**config.mk**
```make
export PLATFORM = sky130hd
export DESIGN_NAME = uart_rx_engine_flat
export DESIGN_NICKNAME = d
export VERILOG_FILES = /design/src/rtl/uart_rx_engine_if.sv /design/src/rtl/uart_rx_engine.sv /design/src/flat_wrapper.sv
export SDC_FILE = /design/constraint.sdc
export NUM_CORES = 1
export LEC_CHECK = 0
export BUFFER_PORTS_ARGS = -buffer_cell sky130_fd_sc_hd__buf_2
export CAP_MARGIN = 5
export CORE_AREA = 4 4 98 100
export CTS_CLUSTER_SIZE = 10
export DETAILED_ROUTE_END_ITERATION = 16
export DIE_AREA = 0 0 102 104
export PLACE_DENSITY = 0.71
export SYNTH_ARGS = -nofsm -noshare
export SYNTH_HDL_FRONTEND = slang
export SYNTH_SLANG_ARGS = --single-unit
```
**constraint.sdc**
```tcl
create_clock -name clk_i -period 2.8 [get_ports clk_i]
set_clock_uncertainty 0.15 [all_clocks]
set_input_delay 0.14 -clock clk_i [delete_from_list [all_inputs] [get_ports clk_i]]
set_output_delay 0.14 -clock clk_i [all_outputs]
set_load 0.05 [all_outputs]
```
**src/rtl/uart_rx_engine_if.sv**
```systemverilog
// uart_rx_engine_if: received-word handshake between the UART receive engine
// (master) and its consumer (slave).
interface uart_rx_engine_if;
  logic [7:0] data_o;
  logic       valid_o;
  logic       ready_i;
  logic       parity_err_o;
  logic       frame_err_o;
  logic       break_o;
  logic       overrun_o;

  modport master (
    output data_o,
    output valid_o,
    output parity_err_o,
    output frame_err_o,
    output break_o,
    output overrun_o,
    input  ready_i
  );

  modport slave (
    input  data_o,
    input  valid_o,
    input  parity_err_o,
    input  frame_err_o,
    input  break_o,
    input  overrun_o,
    output ready_i
  );
endinterface

```
**src/rtl/uart_rx_engine.sv**
```systemverilog
// uart_rx_engine: oversampled UART receiver with per-frame configuration
// shadowing, parity/frame/break detection and a one-deep output register.
// Optional macro UART_RX_MAJORITY_EN: every bit sample becomes the 2-of-3
// majority of rxs one cycle before, at, and one cycle after the sample point.
module uart_rx_engine #(
  parameter int unsigned SYNC_STAGES = 3,
  parameter int unsigned CLK_DIV_W   = 16
) (
  input  logic                 clk_i,
  input  logic                 rst_ni,
  input  logic [CLK_DIV_W-1:0] cr_clk_div_i,
  input  logic [1:0]           cr_ds_i,
  input  logic [1:0]           cr_p_i,
  input  logic                 cr_s_i,
  input  logic                 uart_rx_i,
  uart_rx_engine_if.master     rx_if
);

  localparam int unsigned DATA_W  = 8;
  localparam int unsigned BCNT_W  = 3;
  localparam int unsigned MIN_DIV = 4;

  typedef enum logic [2:0] {
    S_IDLE,
    S_START,
    S_DATA,
    S_PARITY,
    S_STOP,
    S_BREAK_WAIT
  } state_t;

  state_t                 state;
  logic [SYNC_STAGES-1:0] sync_q;
  logic                   rxs;
  logic                   samp;

  logic [CLK_DIV_W-1:0]   cnt;
  logic [BCNT_W-1:0]      bit_cnt;
  logic                   stop2;
  logic [DATA_W-1:0]      shreg;
  logic                   par_acc;
  logic                   zero_acc;
  logic                   ferr_acc;

  logic [CLK_DIV_W-1:0]   div_q;
  logic [1:0]             ds_q;
  logic                   par_en_q;
  logic                   par_odd_q;
  logic                   two_stop_q;

  logic [CLK_DIV_W-1:0]   div_eff_c;
  logic [CLK_DIV_W-1:0]   half_c;
  logic                   post_c;
  logic [1:0]             align_c;
  logic [DATA_W-1:0]      post_data_c;
  logic                   post_perr_c;
  logic                   post_ferr_c;
  logic                   post_brk_c;

  // Input synchroniser; idles high so reset never looks like a start bit
  always_ff @(posedge clk_i) begin
    if (!rst_ni) sync_q <= '1;
    else         sync_q <= {sync_q[SYNC_STAGES-2:0], uart_rx_i};
  end

  assign rxs = sync_q[SYNC_STAGES-1];

`ifdef UART_RX_MAJORITY_EN
  logic rxs_prev;
  logic rxs_next;

  // Previous rxs value; the next one is already waiting in the stage before rxs
  always_ff @(posedge clk_i) begin
    if (!rst_ni) rxs_prev <= 1'b1;
    else         rxs_prev <= rxs;
  end

  assign rxs_next = sync_q[SYNC_STAGES-2];
  assign samp     = (rxs_prev & rxs) | (rxs_prev & rxs_next) | (rxs & rxs_next);
`else
  assign samp = rxs;
`endif

  // Clamp tiny dividers and derive the half-bit reload
  assign div_eff_c = (cr_clk_div_i < CLK_DIV_W'(MIN_DIV)) ? CLK_DIV_W'(MIN_DIV) : cr_clk_div_i;
  assign half_c    = (div_eff_c >> 1) - CLK_DIV_W'(1);

  // Final stop sample and the frame word/flags posted with it
  assign post_c      = (state == S_STOP) && (cnt == '0) && (!two_stop_q || stop2);
  assign align_c     = 2'd3 - ds_q;
  assign post_data_c = shreg >> align_c;
  assign post_perr_c = par_en_q && (par_odd_q ? !par_acc : par_acc);
  assign post_ferr_c = ferr_acc | !samp;
  assign post_brk_c  = two_stop_q ? zero_acc : (zero_acc & !samp);

  // Receive FSM: bit timing, shifting and status accumulation
  always_ff @(posedge clk_i) begin
    if (!rst_ni) begin
      state      <= S_IDLE;
      cnt        <= '0;
      bit_cnt    <= '0;
      stop2      <= 1'b0;
      shreg      <= '0;
      par_acc    <= 1'b0;
      zero_acc   <= 1'b0;
      ferr_acc   <= 1'b0;
      div_q      <= '0;
      ds_q       <= '0;
      par_en_q   <= 1'b0;
      par_odd_q  <= 1'b0;
      two_stop_q <= 1'b0;
    end else begin
      case (state)
        S_IDLE: begin
          if (!rxs) begin
            div_q      <= div_eff_c;
            ds_q       <= cr_ds_i;
            par_en_q   <= (cr_p_i == 2'b01) || (cr_p_i == 2'b10);
            par_odd_q  <= (cr_p_i == 2'b10);
            two_stop_q <= cr_s_i;
            cnt        <= half_c;
            state      <= S_START;
          end
        end
        S_START: begin
          if (cnt == '0) begin
            if (samp) begin
              state <= S_IDLE;
            end else begin
              state    <= S_DATA;
              cnt      <= div_q - CLK_DIV_W'(1);
              bit_cnt  <= '0;
              stop2    <= 1'b0;
              shreg    <= '0;
              par_acc  <= 1'b0;
              zero_acc <= 1'b1;
              ferr_acc <= 1'b0;
            end
          end else begin
            cnt <= cnt - CLK_DIV_W'(1);
          end
        end
        S_DATA: begin
          if (cnt == '0) begin
            shreg    <= {samp, shreg[DATA_W-1:1]};
            par_acc  <= par_acc ^ samp;
            zero_acc <= zero_acc & !samp;
            cnt      <= div_q - CLK_DIV_W'(1);
            if (bit_cnt == (BCNT_W'(4) + BCNT_W'(ds_q))) begin
              state <= par_en_q ? S_PARITY : S_STOP;
            end else begin
              bit_cnt <= bit_cnt + BCNT_W'(1);
            end
          end else begin
            cnt <= cnt - CLK_DIV_W'(1);
          end
        end
        S_PARITY: begin
          if (cnt == '0) begin
            par_acc  <= par_acc ^ samp;
            zero_acc <= zero_acc & !samp;
            cnt      <= div_q - CLK_DIV_W'(1);
            state    <= S_STOP;
          end else begin
            cnt <= cnt - CLK_DIV_W'(1);
          end
        end
        S_STOP: begin
          if (cnt == '0) begin
            if (two_stop_q && !stop2) begin
              stop2    <= 1'b1;
              ferr_acc <= ferr_acc | !samp;
              zero_acc <= zero_acc & !samp;
              cnt      <= div_q - CLK_DIV_W'(1);
            end else begin
              state <= post_brk_c ? S_BREAK_WAIT : S_IDLE;
            end
          end else begin
            cnt <= cnt - CLK_DIV_W'(1);
          end
        end
        S_BREAK_WAIT: begin
          if (rxs) state <= S_IDLE;
        end
        default: state <= S_IDLE;
      endcase
    end
  end

  // Output register: post, hold until handshake, drop on overrun
  always_ff @(posedge clk_i) begin
    if (!rst_ni) begin
      rx_if.valid_o      <= 1'b0;
      rx_if.data_o       <= '0;
      rx_if.parity_err_o <= 1'b0;
      rx_if.frame_err_o  <= 1'b0;
      rx_if.break_o      <= 1'b0;
      rx_if.overrun_o    <= 1'b0;
    end else begin
      rx_if.overrun_o <= 1'b0;
      if (post_c) begin
        if (rx_if.valid_o && !rx_if.ready_i) begin
          rx_if.overrun_o <= 1'b1;
        end else begin
          rx_if.valid_o      <= 1'b1;
          rx_if.data_o       <= post_data_c;
          rx_if.parity_err_o <= post_perr_c;
          rx_if.frame_err_o  <= post_ferr_c;
          rx_if.break_o      <= post_brk_c;
        end
      end else if (rx_if.valid_o && rx_if.ready_i) begin
        rx_if.valid_o <= 1'b0;
      end
    end
  end

endmodule

```
**src/flat_wrapper.sv**
```systemverilog
// flat-port wrapper written by rule: the top's interface ports become plain ports
module uart_rx_engine_flat 
#(
  parameter int unsigned SYNC_STAGES = 3,
  parameter int unsigned CLK_DIV_W   = 16
)
  (clk_i, rst_ni, cr_clk_div_i, cr_ds_i, cr_p_i, cr_s_i, uart_rx_i, rx_if_data_o, rx_if_valid_o, rx_if_parity_err_o, rx_if_frame_err_o, rx_if_break_o, rx_if_overrun_o, rx_if_ready_i);
  uart_rx_engine_if rx_if_i ();
  input  logic clk_i;
  input  logic rst_ni;
  input  logic [CLK_DIV_W-1:0] cr_clk_div_i;
  input  logic [1:0] cr_ds_i;
  input  logic [1:0] cr_p_i;
  input  logic cr_s_i;
  input  logic uart_rx_i;
  output wire logic [$bits(rx_if_i.data_o)-1:0] rx_if_data_o;
  output wire logic [$bits(rx_if_i.valid_o)-1:0] rx_if_valid_o;
  output wire logic [$bits(rx_if_i.parity_err_o)-1:0] rx_if_parity_err_o;
  output wire logic [$bits(rx_if_i.frame_err_o)-1:0] rx_if_frame_err_o;
  output wire logic [$bits(rx_if_i.break_o)-1:0] rx_if_break_o;
  output wire logic [$bits(rx_if_i.overrun_o)-1:0] rx_if_overrun_o;
  input wire logic [$bits(rx_if_i.ready_i)-1:0] rx_if_ready_i;
  assign rx_if_data_o = rx_if_i.data_o;
  assign rx_if_valid_o = rx_if_i.valid_o;
  assign rx_if_parity_err_o = rx_if_i.parity_err_o;
  assign rx_if_frame_err_o = rx_if_i.frame_err_o;
  assign rx_if_break_o = rx_if_i.break_o;
  assign rx_if_overrun_o = rx_if_i.overrun_o;
  assign rx_if_i.ready_i = rx_if_ready_i;
  uart_rx_engine #(.SYNC_STAGES(SYNC_STAGES), .CLK_DIV_W(CLK_DIV_W)) u_core (.clk_i(clk_i), .rst_ni(rst_ni), .cr_clk_div_i(cr_clk_div_i), .cr_ds_i(cr_ds_i), .cr_p_i(cr_p_i), .cr_s_i(cr_s_i), .uart_rx_i(uart_rx_i), .rx_if(rx_if_i));
endmodule
```
### After elaboration in Yosys (flattened, before gate mapping)

Index checks and enable logic that the tools add are counted.

* bits in latches: 0
* memories: 0
* register bits after elaboration: 71
* output and inout port bits: 13
* memory bits (read-only): 0
* word-level logic and storage cells: 140
* bits in writable memories: 0

* equal/unequal tests: 23
* reduce and logical (&&, ||, !) cells: 33
* muxes and demuxes: 51
* shifts and indexed selects: 1
* div/mod/pow operators: 0
* add/subtract/negate cells: 6
* bitwise operators: 5
* magnitude comparators: 1
* $mul: 0

Operators with widths (number)
* $mux 16: 7
* $pmux 16 s4: 1
* $mux 3: 14
* $sub 16x1->16 const B: 2
* $mux 8: 3
* $mux 1: 18
* $pmux 3 s6: 1
* $logic_not 16->1: 1
* $lt 16x3->1 const B: 1
* $pmux 8 s2: 1
* $sub 15x1->16 const B: 1
* $ne 2x2->1 const B: 7
* $ne 2x1->1 const B: 6
* $reduce_and 4->1: 3
* $reduce_and 5->1: 2
* $reduce_and 2->1: 4
* $reduce_and 8->1: 1
* $reduce_bool 2->1: 4
* $shr 8x2->8: 1
* $eq 3x2->1 const B: 2
* $eq 3x3->1 const B: 2
* $logic_and 1x1->1: 6
* $ne 3x3->1 const B: 2
* $pmux 1 s2: 3
* other kinds (21): 27

### Longest topological paths before layout

* depth in word-level cells: 7
* gate-level depth with buffers: 11
* mapped depth without buffers: 10

### Worst setup path before layout

Ideal clock, no wire load.

* path type: flip-flop to flip-flop
* start point: register u_core.state[2]
* end point: register u_core.cnt[12]
* period minus slack after synthesis: 2.647 ns
* setup time: 0.088 ns
* stages on the path, launching flop included: 12
* arrival time: 2.409 ns
* path buffers: 1
* slack: 0.153 ns
* required time: 2.562 ns
* path through: dfxtp_1 -> buf_6 -> or3_4 -> nand2_4 -> a31oi_1 -> a31oi_4 -> ha_1 -> inv_1 -> a2111oi_4 -> nand3_1 -> and3_1 -> nor4_2

* cells in the longest elaborated chain, start to end: 4
* elaborated cells between the ends (all ways): 12
* those cells by class: 7 x eq/ne; 1 x mux; 4 x reduce/logical

Ends and longest elaborated chain
* from (decl): RTL line uart_rx_engine.sv:32 `state_t state;`
* from (signal assigned): RTL line uart_rx_engine.sv:150 `state <= par_en_q ? S_PARITY : S_STOP;`
* from (signal assigned): RTL line uart_rx_engine.sv:176 `state <= post_brk_c ? S_BREAK_WAIT : S_IDLE;`
* $eq 3x2->1: RTL line uart_rx_engine.sv:113 `case (state)`
* $reduce_or 2->1 (no source line)
* $reduce_bool 4->1 (no source line)
* $reduce_and 4->1 (no source line)
* to (signal assigned): RTL line uart_rx_engine.sv:121 `cnt <= half_c;`
* to (signal assigned): RTL line uart_rx_engine.sv:131 `cnt <= div_q - CLK_DIV_W'(1);`
* to (signal assigned): RTL line uart_rx_engine.sv:140 `cnt <= cnt - CLK_DIV_W'(1);`
* to (decl): RTL line uart_rx_engine.sv:37 `logic [CLK_DIV_W-1:0] cnt;`

Several ways; a longest one is shown, not always the timed one.
A chain may end at the register's enable or synchronous reset.

### Final worst setup path

* start point: register u_core.state[0]
* end point: register u_core.cnt[12]

Same word-level chain as after synthesis.

==> flow_metrics.tcl <==
set metrics [dict create \
    die_x_um 102 \
    critPathMaxStageDelay_ns 0.43 \
    path_class "flip-flop to flip-flop" \
    total_power_w 0.00242 \
    period_needed_ns 2.71 \
    clock_latency_ns 0.36 \
    tightest_slew_ns 0.649 \
    dp_hpwl_mm 7.63 \
    ys_ff_latch 71 \
    ir_drop_mv 0.295 \
    cp_max_fo 11 \
    firstDrtPassIters 5 \
    grt_first_pass_wirelength_mm 18.3 \
    cp.required_ns 2.92 \
    final_antenna_net_count 0 \
    setup.worst_path.end_class "flip-flop" \
    core-area_um2 8680 \
    io_pins 38 \
    slew_headroom_pct 56.7 \
    path_cells "or3_4, nand2_8, a31oi_2, a31oi_4, ha_2, inv_1, a2111oi_4, nand3_1, and3_1, nor4_2" \
    fmax_ghz 0.368 \
    cts.sinks 71 \
    outcome "completed" \
    htree_num_levels 3 \
    drc 0 \
    finalSetupViolCount 0 \
    fillers 806 \
    root_buffer "clkbuf_8" \
    finalWirelength_mm 10.7 \
    min_from "cr_p_i[0]" \
    antenna_cells 0 \
    syn_avg_cell_area_um2 8.17 \
    path_clk_slew_ns 0.07 \
    arrival_ns 2.83 \
    cts_buffers 9 \
    cp-start-kind "flip-flop" \
    ys_seq_area_share_pct 36.6 \
    place.gp.congestion 0.969 \
    placed_cells 617 \
    antenna_found_initial 0 \
    cts_buffer_depth 2 \
    slew_violations 0 \
    p_leak_nw 1.71 \
    netlist.area_leader.share_pct 36.6 \
    stdcell_count 656 \
    rows 34 \
    crit_slowest_cell "a2111oi_4" \
    ys_warn_count 0 \
    async_flop_share_pct 0 \
    syn_to_final_growth_pct 23.5 \
    synth.distinct_cells 65 \
    initial_core_util_pct 44.7 \
    route.vias.total 3830 \
    netlist_instances 475 \
    grt_pass1_vias 3748 \
    crit_start "u_core.state[0]$_SDFFE_PN0P_" \
    synth_edf_count 0 \
    ys.flop_type "dfxtp_1" \
    viasPerCell 5.84 \
    grt_max_degree 35 \
    wl_per_cell_um 16.3 \
    dieHeight_um 104 \
    gr-usage-all-layers_pct 21.3 \
    overflow 0 \
    finalHoldViolCount 0 \
    synth_area_um2 3880 \
    synth.area.top_cells "dfxtp_1 37%, nand2_1 7.5%, a21oi_1 6.8%" \
    timing.rr.start "u_core.state[0]$_SDFFE_PN0P_" \
    fin_crit_sh_pct 97.0 \
    final_nets 572 \
    syn_nets 503 \
    min_path_type "input pin to flip-flop" \
    yosys.area.top_type "dfxtp_1" \
    power.density_nw_per_um2 506 \
    die-area_um2 10600 \
    cts_tree "done" \
    synth_most_common_cell "nand2_1" \
    numPortBuffers 37 \
    initialDrtViolationCount 425 \
    synthTopCellsByCount "77 x nand2_1, 71 x dfxtp_1, 53 x a21oi_1" \
    drive_above_1_share_pct 22.8 \
    cap_violations 0 \
]
-- power by group --
group,switching [W],leakage (nW),internal (W)
combinational,0.000343,1.04,0.000216
sequential,0.0000388,0.577,0.00104
clock,0.000379,0.0957,0.000400
-- through the flow --
step	util (%)	worst slack, ns	setup TNS, ns	instance area (um2)	hold slack, ns
after floorplan	-	0.153	0	3880	0.0915
after global placement	49.3	0.205	0	4280	0.173
after detailed placement	49.3	0.0607	0	4280	0.173
after CTS	54.3	0.0304	0	4710	0.0671
after global routing	55.2	-0.0535	-0.0788	4790	0.124
final	55.2	0.0853	0	4790	0.0686
-- cell usage in the layout (no fill, tap or decap), drive strengths merged, types with 6 or more instances in the layout --
cell / instances
dlygate4sd3: 24
clkbuf: 10
inv: 8
a31oi: 11
nand2b: 6
or3: 8
o21ai: 23
buf: 64
a311oi: 6
dfxtp: 71
a211oi: 11
nand2: 78
nor2: 45
nand3: 20
nand4: 8
a21oi: 54
nor4: 11
nor3: 14
o211ai: 6
-- critical path: cells and delay by family (launching register included) --
kind                       cells  cell delay, ns
and+or+nand+nor                5            1.09
DFF                            1            0.38
AOI/OAI and AO/OA              3            0.73
adders and majority gates      1            0.20
buffers and inverters          1            0.07
-- path summary, 6_finish.rpt --
check                                       end  slack, ns  cells past startpoint
setup / recovery    u_core.cnt[12]$_SDFFE_PN0P_       0.09                     10
hold / removal    u_core.par_odd_q$_SDFFE_PN0P_       0.07                      5
setup reg to reg    u_core.cnt[12]$_SDFFE_PN0P_       0.09                     10
hold reg to reg     u_core.sync_q[2]$_SDFF_PN1_       0.27                      1
-- repair_timing --
item / CTS / global route
hold buffers: 25 / 0
setup endpoints to repair: 0 / 9
setup buffers: 0 / 2
hold endpoints to repair: 24 / 0
gates resized for setup: 0 / 16
-- logic make-up after synthesis --
family,share of synthesized area [%]
AND/OR/NAND/NOR,27.0
flip-flops,36.6
AO/OA/AOI/OAI,23.5
multiplexers,5.16
XOR/XNOR,2.26
buffers and inverters,4.55
adder cells (fa/ha/maj),0.968
-- state kept, by name (all words and copies together) (netlist names), 2 cells and up --
register and flops:
u_core.bit_cnt 3, u_core.state 3, u_core.rx_if.data_o 8, u_core.sync_q 3, u_core.shreg 8, u_core.ds_q 2, u_core.div_q 16, u_core.cnt 16
-- cell type report --
class	count	area, um2	area share [%]
clock buffer	10	128	2.67
clock inverter	5	50.0	1.05
inverter	8	30.0	0.627
multi-input combinational	365	2360	49.2
sequential	71	1430	29.8
tap	108	135	2.82
timing repair buffer	89	661	13.8
-- layer usage --
layer | vias to the layer above | track usage (%) | routed length, um
met5 | - | 0 | 0
met4 | 0 | 9.65 | 365
li1 | 1857 | - | -
met3 | 32 | 4.90 | 712
met1 | 1788 | 28.0 | 4610
met2 | 153 | 32.7 | 5020
Power figures use the tool's default switching activity.
